**src/rtl/bnn_neuron_seq_pkg.sv**
```systemverilog
// Shared definitions for the binarized-neuron sequencer: state encoding,
// ALU op codes and the default accumulator width.
package bnn_neuron_seq_pkg;

    typedef enum logic [1:0] {
        ST_IDLE  = 2'd0,
        ST_ACCUM = 2'd1,
        ST_DONE  = 2'd2
    } state_e;

    localparam logic OP_ADD1 = 1'b0;
    localparam logic OP_SUB1 = 1'b1;

    localparam int DEFAULT_ACC_WIDTH = 12;

endpackage

```
**src/rtl/bnn_neuron_seq_alu.sv**
```systemverilog
// Plus/minus-one ALU: adds +1 (OP_ADD1) or -1 (OP_SUB1) to alu_in_b when
// alu_in_a_lsb is set, otherwise passes alu_in_b through. Wraps; no saturation.
module bnn_neuron_seq_alu
    import bnn_neuron_seq_pkg::*;
#(
    parameter int ALU_WIDTH = DEFAULT_ACC_WIDTH
) (
    input  logic                 alu_in_a_lsb,
    input  logic                 alu_op,
    input  logic [ALU_WIDTH-1:0] alu_in_b,
    output logic [ALU_WIDTH-1:0] alu_out
);

    logic signed [ALU_WIDTH-1:0] step;
    logic signed [ALU_WIDTH-1:0] sum;

    // Step is 0, +1, or all-ones (-1) depending on enable and op.
    assign step    = {{(ALU_WIDTH-1){alu_in_a_lsb & (alu_op == OP_SUB1)}}, alu_in_a_lsb};
    assign sum     = $signed(alu_in_b) + step;
    assign alu_out = sum;

endmodule

```
**src/rtl/bnn_neuron_seq.sv**
```systemverilog
// Bit-serial binarized neuron: bias-loaded saturating +/-1 accumulator over
// N_INPUTS (x_bit, w_bit) beats, then presents sign bit and sum until accepted.
module bnn_neuron_seq
    import bnn_neuron_seq_pkg::*;
#(
    parameter int ACC_WIDTH = DEFAULT_ACC_WIDTH,
    parameter int N_INPUTS  = 784,
    parameter int CNT_WIDTH = $clog2(N_INPUTS + 1)
) (
    input  logic                 clk,
    input  logic                 rst,
    input  logic                 start,
    input  logic [ACC_WIDTH-1:0] bias,
    input  logic                 in_valid,
    output logic                 in_ready,
    input  logic                 x_bit,
    input  logic                 w_bit,
    output logic                 out_valid,
    input  logic                 out_ready,
    output logic                 out_bit,
    output logic [ACC_WIDTH-1:0] out_sum,
    output logic                 busy
);

    localparam logic signed [ACC_WIDTH-1:0] ACC_MAX  = {1'b0, {(ACC_WIDTH-1){1'b1}}};
    localparam logic signed [ACC_WIDTH-1:0] ACC_MIN  = {1'b1, {(ACC_WIDTH-1){1'b0}}};
    localparam logic [CNT_WIDTH-1:0]        CNT_LAST = CNT_WIDTH'(N_INPUTS - 1);

    state_e                      state_q, state_d;
    logic signed [ACC_WIDTH-1:0] acc_q, acc_d;
    logic [CNT_WIDTH-1:0]        cnt_q, cnt_d;
    logic [ACC_WIDTH-1:0]        alu_out;
    logic                        beat;
    logic                        op;
    logic                        sat_hold;

    assign beat = in_valid & (state_q == ST_ACCUM);
    assign op   = x_bit ^ w_bit;

    bnn_neuron_seq_alu #(
        .ALU_WIDTH (ACC_WIDTH)
    ) u_alu (
        .alu_in_a_lsb (beat),
        .alu_op       (op),
        .alu_in_b     (acc_q),
        .alu_out      (alu_out)
    );

    // At either rail the step toward overflow is dropped instead of wrapping.
    assign sat_hold = ((op == OP_ADD1) && (acc_q == ACC_MAX)) ||
                      ((op == OP_SUB1) && (acc_q == ACC_MIN));

    always_comb begin
        state_d = state_q;
        acc_d   = acc_q;
        cnt_d   = cnt_q;
        unique case (state_q)
            ST_IDLE: begin
                if (start) begin
                    acc_d   = bias;
                    cnt_d   = '0;
                    state_d = ST_ACCUM;
                end
            end
            ST_ACCUM: begin
                if (beat) begin
                    if (!sat_hold) begin
                        acc_d = alu_out;
                    end
                    cnt_d = cnt_q + 1'b1;
                    if (cnt_q == CNT_LAST) begin
                        state_d = ST_DONE;
                    end
                end
            end
            ST_DONE: begin
                if (out_ready) begin
                    state_d = ST_IDLE;
                end
            end
            default: state_d = ST_IDLE;
        endcase
    end

    always_ff @(posedge clk or posedge rst) begin
        if (rst) begin
            state_q <= ST_IDLE;
            acc_q   <= '0;
            cnt_q   <= '0;
        end else begin
            state_q <= state_d;
            acc_q   <= acc_d;
            cnt_q   <= cnt_d;
        end
    end

    // Outputs decode from state and the registered accumulator only.
    assign in_ready  = (state_q == ST_ACCUM);
    assign out_valid = (state_q == ST_DONE);
    assign busy      = (state_q != ST_IDLE);
    assign out_bit   = (state_q == ST_DONE) & ~acc_q[ACC_WIDTH-1];
    assign out_sum   = (state_q == ST_DONE) ? acc_q : '0;

endmodule

```
**config.mk**
```make
export PLATFORM = sky130hd
export DESIGN_NAME = bnn_neuron_seq
export DESIGN_NICKNAME = d
export VERILOG_FILES = /design/src/rtl/bnn_neuron_seq_pkg.sv /design/src/rtl/bnn_neuron_seq_alu.sv /design/src/rtl/bnn_neuron_seq.sv
export SDC_FILE = /design/constraint.sdc
export NUM_CORES = 1
export LEC_CHECK = 0
export CORE_MARGIN = 8
export CORE_UTILIZATION = 51
export DETAILED_ROUTE_END_ITERATION = 12
export PLACE_DENSITY = 0.87
export SYNTH_ARGS = -nofsm -noshare
export SYNTH_HDL_FRONTEND = slang
export SYNTH_SLANG_ARGS = --single-unit
```
**constraint.sdc**
```tcl
create_clock -name clk -period 2.81 [get_ports clk]
set_input_delay 0.7025 -clock clk [delete_from_list [all_inputs] [get_ports clk]]
set_output_delay 0.7025 -clock clk [all_outputs]
set_load 0.05 [all_outputs]
```
Word-level counts from Yosys, hierarchy flattened. Index checks and enable logic that the tools add are counted.

Register bits: 24. Input bits: 19. Logic and storage cells: 43.

Add/sub/neg operators: 2. Equal/unequal tests: 10. Mux-type cells: 13. Bitwise operators: 6. Reductions and logical operators: 9.

Operator list (number): 2-to-1 mux 12 bit (4); equality test 12 bit (second input constant) (2); case mux 12 bit (2 select lines) (1); 2-to-1 mux 10 bit (2); case mux 10 bit (2 select lines) (1); adder 12 x 2 -> 12 bit (1); adder 10 x 1 -> 10 bit (second input constant) (1); equality test 10 bit (second input constant) (1); 2-to-1 mux 2 bit (4); AND reduction 4 bit (2); inequality test 2 x 1 -> 1 bit (second input constant) (3); case mux 2 bit (3 select lines) (1); inequality test 2 bit (second input constant) (2); nonzero test 2 bit (2); AND 1 bit (3); AND reduction 3 bit (1); equality test 2 x 1 -> 1 bit (second input constant) (1); equality test 2 bit (second input constant) (1); logical AND 1 bit (2); logical NOT 2 bit (1); NOT 1 bit (2); logical OR 1 bit (1); XOR 1 bit (1).

Depth between registers and ports, before layout.
Depth in word-level cells: 7. Gate-level depth with buffers: 12.

By module. Synthesis repeated with hierarchy kept, for this count alone.

Cells, all modules: 171. Area, all modules: 1755.4 µm².

Modules (own cells, without submodules): bnn_neuron_seq (instances 1, cells an instance 124, area an instance 1400.1 µm²); bnn_neuron_seq_alu (instances 1, cells an instance 47, area an instance 355.3 µm²).

Least setup slack after synthesis. No wires, ideal clock.

Path kind: in2reg. From: in in_valid. To: reg acc_q[10]. Data arrival time: 2492 ps. Setup slack: 197 ps. Stages: 12. Buffers on the path: 1. Path through: and3b_2 -> clkbuf_1 -> nand2_1 -> nand2_1 -> nand2_1 -> ha_1 -> nor4_1 -> nand4_1 -> nor3_1 -> a41oi_1 -> o22a_1 -> o22a_1.

Cells in the longest elaborated chain, start to end: 6.

Ends and longest elaborated chain: start, declared (line bnn_neuron_seq.sv:14) `input logic in_valid,`; AND 1 bit (*) (line bnn_neuron_seq.sv:37) `assign beat = in_valid & (state_q == ST_ACCUM);`; AND 1 bit (line bnn_neuron_seq_alu.sv:18) `assign step = {{(ALU_WIDTH-1){alu_in_a_lsb & (alu_op == OP_SUB1)}}, alu_in_a_lsb};`; adder 12 x 2 -> 12 bit (line bnn_neuron_seq_alu.sv:19) `assign sum = $signed(alu_in_b) + step;`; 2-to-1 mux 12 bit (line bnn_neuron_seq.sv:67) `if (!sat_hold) begin`; 2-to-1 mux 12 bit (line bnn_neuron_seq.sv:66) `if (beat) begin`; case mux 12 bit (2 select lines) (line bnn_neuron_seq.sv:57) `unique case (state_q)`; end signal, assigned (line bnn_neuron_seq.sv:88) `acc_q <= '0;`; end signal, assigned (line bnn_neuron_seq.sv:92) `acc_q <= acc_d;`; end, declared (line bnn_neuron_seq.sv:30) `logic signed [ACC_WIDTH-1:0] acc_q, acc_d;`.

Mark *: on every way between the ends. The rest lies on a longest branch, timed or not. The select of a mux whose other input is x is not followed. A chain may end at the register's enable or synchronous reset.

Worst setup path in the final report.
From: reg state_q[0]. To: out out_bit.

Cells in the longest elaborated chain, start to end: 2.

Ends and longest elaborated chain: start, declared (line bnn_neuron_seq.sv:29) `state_e state_q, state_d;`; start signal, assigned (line bnn_neuron_seq.sv:91) `state_q <= state_d;`; equality test 2 bit (line bnn_neuron_seq.sv:101) `assign out_bit = (state_q == ST_DONE) & ~acc_q[ACC_WIDTH-1];`; AND 1 bit (line bnn_neuron_seq.sv:101); end, declared (line bnn_neuron_seq.sv:20) `output logic out_bit,`.

Every way passes these cells.

==> qor.txt <==
=====================================================================================================
Status                                                                                   complete, no violations
Worst path max stage delay                                                                     810 ps
Clock latency on the worst-skew pair                                                           330 ps
Fill cell instance count of the final layout                                                      249
Min-delay src                                                                                cnt_q[0]
Total setup buffers inserted after CTS                                                              0
Static leakage                                                                              0.9746 nW
Crit path cell chain                                                                     inv_1 > nand2_1 > nor2_1 > clkdlybuf4s50_1
Areal power density over the cells                                                       895.0 nW/um2
Flip-flop and latch count after synthesis                                                          24
Startpoint of the worst register-to-register path                                            acc_q[3]
Number of detailed-route iterations in the first pass                                               4
Resize count post-CTS                                                                               0
Total length of routed met3 wires                                                              368 um
Aggregate global routing overflow                                                                   0
Detailed-route vias per instance                                                                5.862
Peak VDD IR                                                                               0.0006020 V
Clock root buffer                                                                        sky130_fd_sc_hd__clkbuf_4
TritonCTS clock tree                                                                              yes
Synthesized net count                                                                             219
Detailed placer's ending HPWL                                                                3.294 mm
Met2 routed wirelength                                                                       2.093 mm
Setup CP Type                                                                                 reg2out
Vias in the first global route                                                                   1580
Clock slew at the register clock pins of the worst setup and hold paths                        140 ps
Number of core rows                                                                                20
Critical-path cell with the highest stage delay                                          sky130_fd_sc_hd__clkdlybuf4s50_1
Final Hold Fails                                                                                    0
Die height                                                                                   73.27 um
Area of the multi-input gates                                                               994.7 um2
Wire length of the first global-routing pass                                                 7.576 mm
Layout Area Growth over Synthesis                                                              30.67%
Total count of max-transition violations in the final report                                        0
Xor/xnor share of the synthesized area                                                         3.665%
Final Wtd Congestion                                                                           0.9312
Total clock buffers created by CTS                                                                  3
Shortest period the worst path allows                                                         2676 ps
Average size of a mapped cell                                                               8.449 um2
Commonest register cell after synthesis                                                  sky130_fd_sc_hd__dfrtp_1
Clock Skews                                                                                  5.374 ps
Share of cell area taken by muxes after synthesis                                             0.5984%
Post-Syn Instances                                                                                198
Overall die width                                                                            73.27 um
Max layer used                                                                                   met4
Routed length on met1                                                                        1.962 mm
Final WL                                                                                     4.501 mm
Area taken by flip-flops and latches                                                        600.6 um2
Count of synthesis-stage warnings from yosys                                                        0
Violation count after the first detailed-routing iteration                                        191
Number of max-capacitance violations reported                                                       0
Initial Util                                                                                   54.35%
CTS H-tree depth                                                                                    1
Cell family with the largest share of critical-path delay                                buffers and inverters
Slew at the pin closest to its max-slew limit                                                517.1 ps
Share of the synthesized area in compound gates (AO/OA/AOI/OAI)                                21.77%
Antenna Diode Count                                                                                 0
Post-CTS Hold Fix Bufs                                                                              0
Maximum number of pins on one net before global-route repair                                       25
Count of nets left with antenna violations after detail routing                                     0
Max frequency                                                                               373.7 MHz
Number of antenna violations at the first check in global routing                                   0
Total standard cell area after synthesis                                                     1673 um2
Final routed DRC violation total                                                                    0
Netlist cell types                                                                                 45
Crit share post-route                                                                          95.23%
Cells after DPL                                                                                   285
Post-Synth Simple-Gate Area                                                                    31.56%
Total via count after detailed routing                                                           1694
Average routed wire per standard cell                                                        15.57 um
Number of nets in the final layout                                                                267
All-layer global routing usage                                                                 17.61%
Combinational family with the most area after synthesis                                  simple AND/OR/NAND/NOR gates
Fraction of synthesis flops using an asynchronous set or reset pin                             100.0%
Sequential element share of the synthesized area                                               35.90%
Number of setup violations in the final report                                                      0
Non-filler instance count after layout                                                            289
Die ar.                                                                                      5368 um2
Fraction of final layout cells with drive strength greater than 1                              19.18%
CTS Buffer Depth                                                                                    2
Final Power                                                                                  1.956 mW
Setup repair after global routing missed its margin                                             false
Slew margin rel.                                                                               65.42%
Number of enable-type register cells in the synthesized netlist                                     0
Port Buf Inserts                                                                                   34
Kind of start point of the critical path                                                     register
Worst min-delay path class                                                                    reg2reg
Post-synthesis share of cell area spent on full adders, half adders and majority gates         1.496%
Critical Path AT                                                                              1970 ps
CP required                                                                                   2110 ps
Area of the core region                                                                      3078 um2
CTS sink count                                                                                     24
Largest fanout of any net on the critical path                                                      8
Critical path buffers and inverters                                                                 2
Number of ports placed on the die boundary                                                         35
Worst setup EP type                                                                        output pin
Critical path origin                                                                       state_q[0]
=====================================================================================================
-- layer usage --
layer  up-vias  global-route usage, %
li1        811                      -
met1       799                  23.12
met2        75                  27.90
met3         9                  2.721
met4         0                  7.333
met5         -                      0
-- registers in the layout, summed over array words and instances (netlist names) --
register / count
acc_q: 12
state_q: 2
cnt_q: 10
-- worst register-to-register path, stage by stage, from the launching register on --
cell                      delay, ps
sky130_fd_sc_hd__dfrtp_1        490
sky130_fd_sc_hd__or2_1          290
sky130_fd_sc_hd__or3_1          380
sky130_fd_sc_hd__or4_1          580
sky130_fd_sc_hd__nand3_2        280
sky130_fd_sc_hd__o21ba_2        210
sky130_fd_sc_hd__o22a_1         180
-- layout by cell type, fill, tap and decap left out, types with 2 or more instances in the layout --
master and instances:
sky130_fd_sc_hd__o21ai_0 12, sky130_fd_sc_hd__o22a_1 9, sky130_fd_sc_hd__clkdlybuf4s50_1 20, sky130_fd_sc_hd__dfrtp_1 24, sky130_fd_sc_hd__buf_4 32, sky130_fd_sc_hd__nand2b_1 3, sky130_fd_sc_hd__xor2_1 6, sky130_fd_sc_hd__clkbuf_4 3
sky130_fd_sc_hd__o22ai_1 2, sky130_fd_sc_hd__or3_1 6, sky130_fd_sc_hd__a22oi_1 2, sky130_fd_sc_hd__nand3_1 3, sky130_fd_sc_hd__nor2_1 19, sky130_fd_sc_hd__nor3_1 2, sky130_fd_sc_hd__o21bai_1 3, sky130_fd_sc_hd__a21oi_1 9
sky130_fd_sc_hd__ha_1 2, sky130_fd_sc_hd__nand4_1 6, sky130_fd_sc_hd__nor4_1 3, sky130_fd_sc_hd__and4_1 2, sky130_fd_sc_hd__nand2_1 23, sky130_fd_sc_hd__or2b_1 2, sky130_fd_sc_hd__a31oi_1 3, sky130_fd_sc_hd__inv_1 6
sky130_fd_sc_hd__o2bb2ai_1 2, sky130_fd_sc_hd__and2_1 13, sky130_fd_sc_hd__or4_1 3, sky130_fd_sc_hd__o21ba_2 4, sky130_fd_sc_hd__and3_1 3
-- cells by family (layout without fill, tap and decap cells) --
kind of cell    count (synthesis)  after routing
simple gates                   96             96
compound gates                 52             52
flops                          24             24
buf+inv                        16             63
xor+xnor                        7              7
fa+ha+maj                       2              2
mux                             1              1
-- synthesized netlist by cell type, types with 2 or more instances --
master / count / area, um2
sky130_fd_sc_hd__xor2_1: 6 / 52.55
sky130_fd_sc_hd__o22a_1: 9 / 78.83
sky130_fd_sc_hd__buf_6: 3 / 33.78
sky130_fd_sc_hd__or4_1: 3 / 22.52
sky130_fd_sc_hd__o21bai_1: 3 / 22.52
sky130_fd_sc_hd__or2b_1: 2 / 15.01
sky130_fd_sc_hd__nor2_1: 19 / 71.32
sky130_fd_sc_hd__and3_1: 3 / 18.77
sky130_fd_sc_hd__nand2b_1: 3 / 18.77
sky130_fd_sc_hd__ha_1: 2 / 25.02
sky130_fd_sc_hd__nand3_1: 3 / 15.01
sky130_fd_sc_hd__clkbuf_1: 5 / 18.77
sky130_fd_sc_hd__a31oi_1: 3 / 18.77
sky130_fd_sc_hd__and2_1: 13 / 81.33
sky130_fd_sc_hd__o21ai_0: 12 / 60.06
sky130_fd_sc_hd__a22oi_1: 2 / 15.01
sky130_fd_sc_hd__and4_1: 2 / 17.52
sky130_fd_sc_hd__inv_1: 6 / 22.52
sky130_fd_sc_hd__nand2_1: 23 / 86.33
sky130_fd_sc_hd__o21ba_2: 4 / 40.04
sky130_fd_sc_hd__nor3_1: 2 / 10.01
sky130_fd_sc_hd__nor4_1: 4 / 25.02
sky130_fd_sc_hd__o2bb2ai_1: 2 / 17.52
sky130_fd_sc_hd__or3_1: 6 / 37.54
sky130_fd_sc_hd__o22ai_1: 2 / 12.51
sky130_fd_sc_hd__nand4_1: 6 / 37.54
sky130_fd_sc_hd__a21oi_1: 9 / 45.04
sky130_fd_sc_hd__dfrtp_1: 24 / 600.6
-- metrics by stage --
| step | TNS, ps | utilization, % | setup slack (ps) | area (um2) | hold slack (ps) |
|---|---|---|---|---|---|
| after global routing | 0 | 71.02 | 12.75 | 2186 | 589.5 |
| after global placement | -518.8 | 69.11 | -164.4 | 2127 | 513.6 |
| after detailed placement | -890.8 | 69.11 | -208.2 | 2127 | 521.4 |
| after CTS | 0 | 70.81 | 108.8 | 2180 | 557.2 |
| final | 0 | 71.02 | 134.1 | 2186 | 558.9 |
| after floorplan | 0 | - | 196.6 | 1673 | 485.8 |
-- final timing paths --
| path | to | slack, ps | depth (start not counted) |
|---|---|---|---|
| worst max-delay path | out_bit | 130 | 4 |
| worst min-delay path | cnt_q[0] | 560 | 1 |
| worst max register to register | acc_q[6] | 300 | 6 |
| worst min register to register | cnt_q[0] | 560 | 1 |
| max in group asynchronous | acc_q[6] | 1860 | 3 |
| min in group asynchronous | cnt_q[6] | 700 | 3 |
-- cell type report --
type	count	area share, %
timing repair buffer	53	21.06
sequential	24	27.48
clock buffer	3	1.030
inverter	6	1.030
multi-input combinational	158	45.51
tap	44	2.519
clock inverter	1	1.374
-- power breakdown --
group	internal, mW	leakage, nW	switching, mW
clock	0.144	0.0279	0.115
sequential	0.456	0.302	0.178
combinational	0.482	0.645	0.581
total	1.08	0.975	0.874
Note: power is estimated with default switching activity, not from simulation.
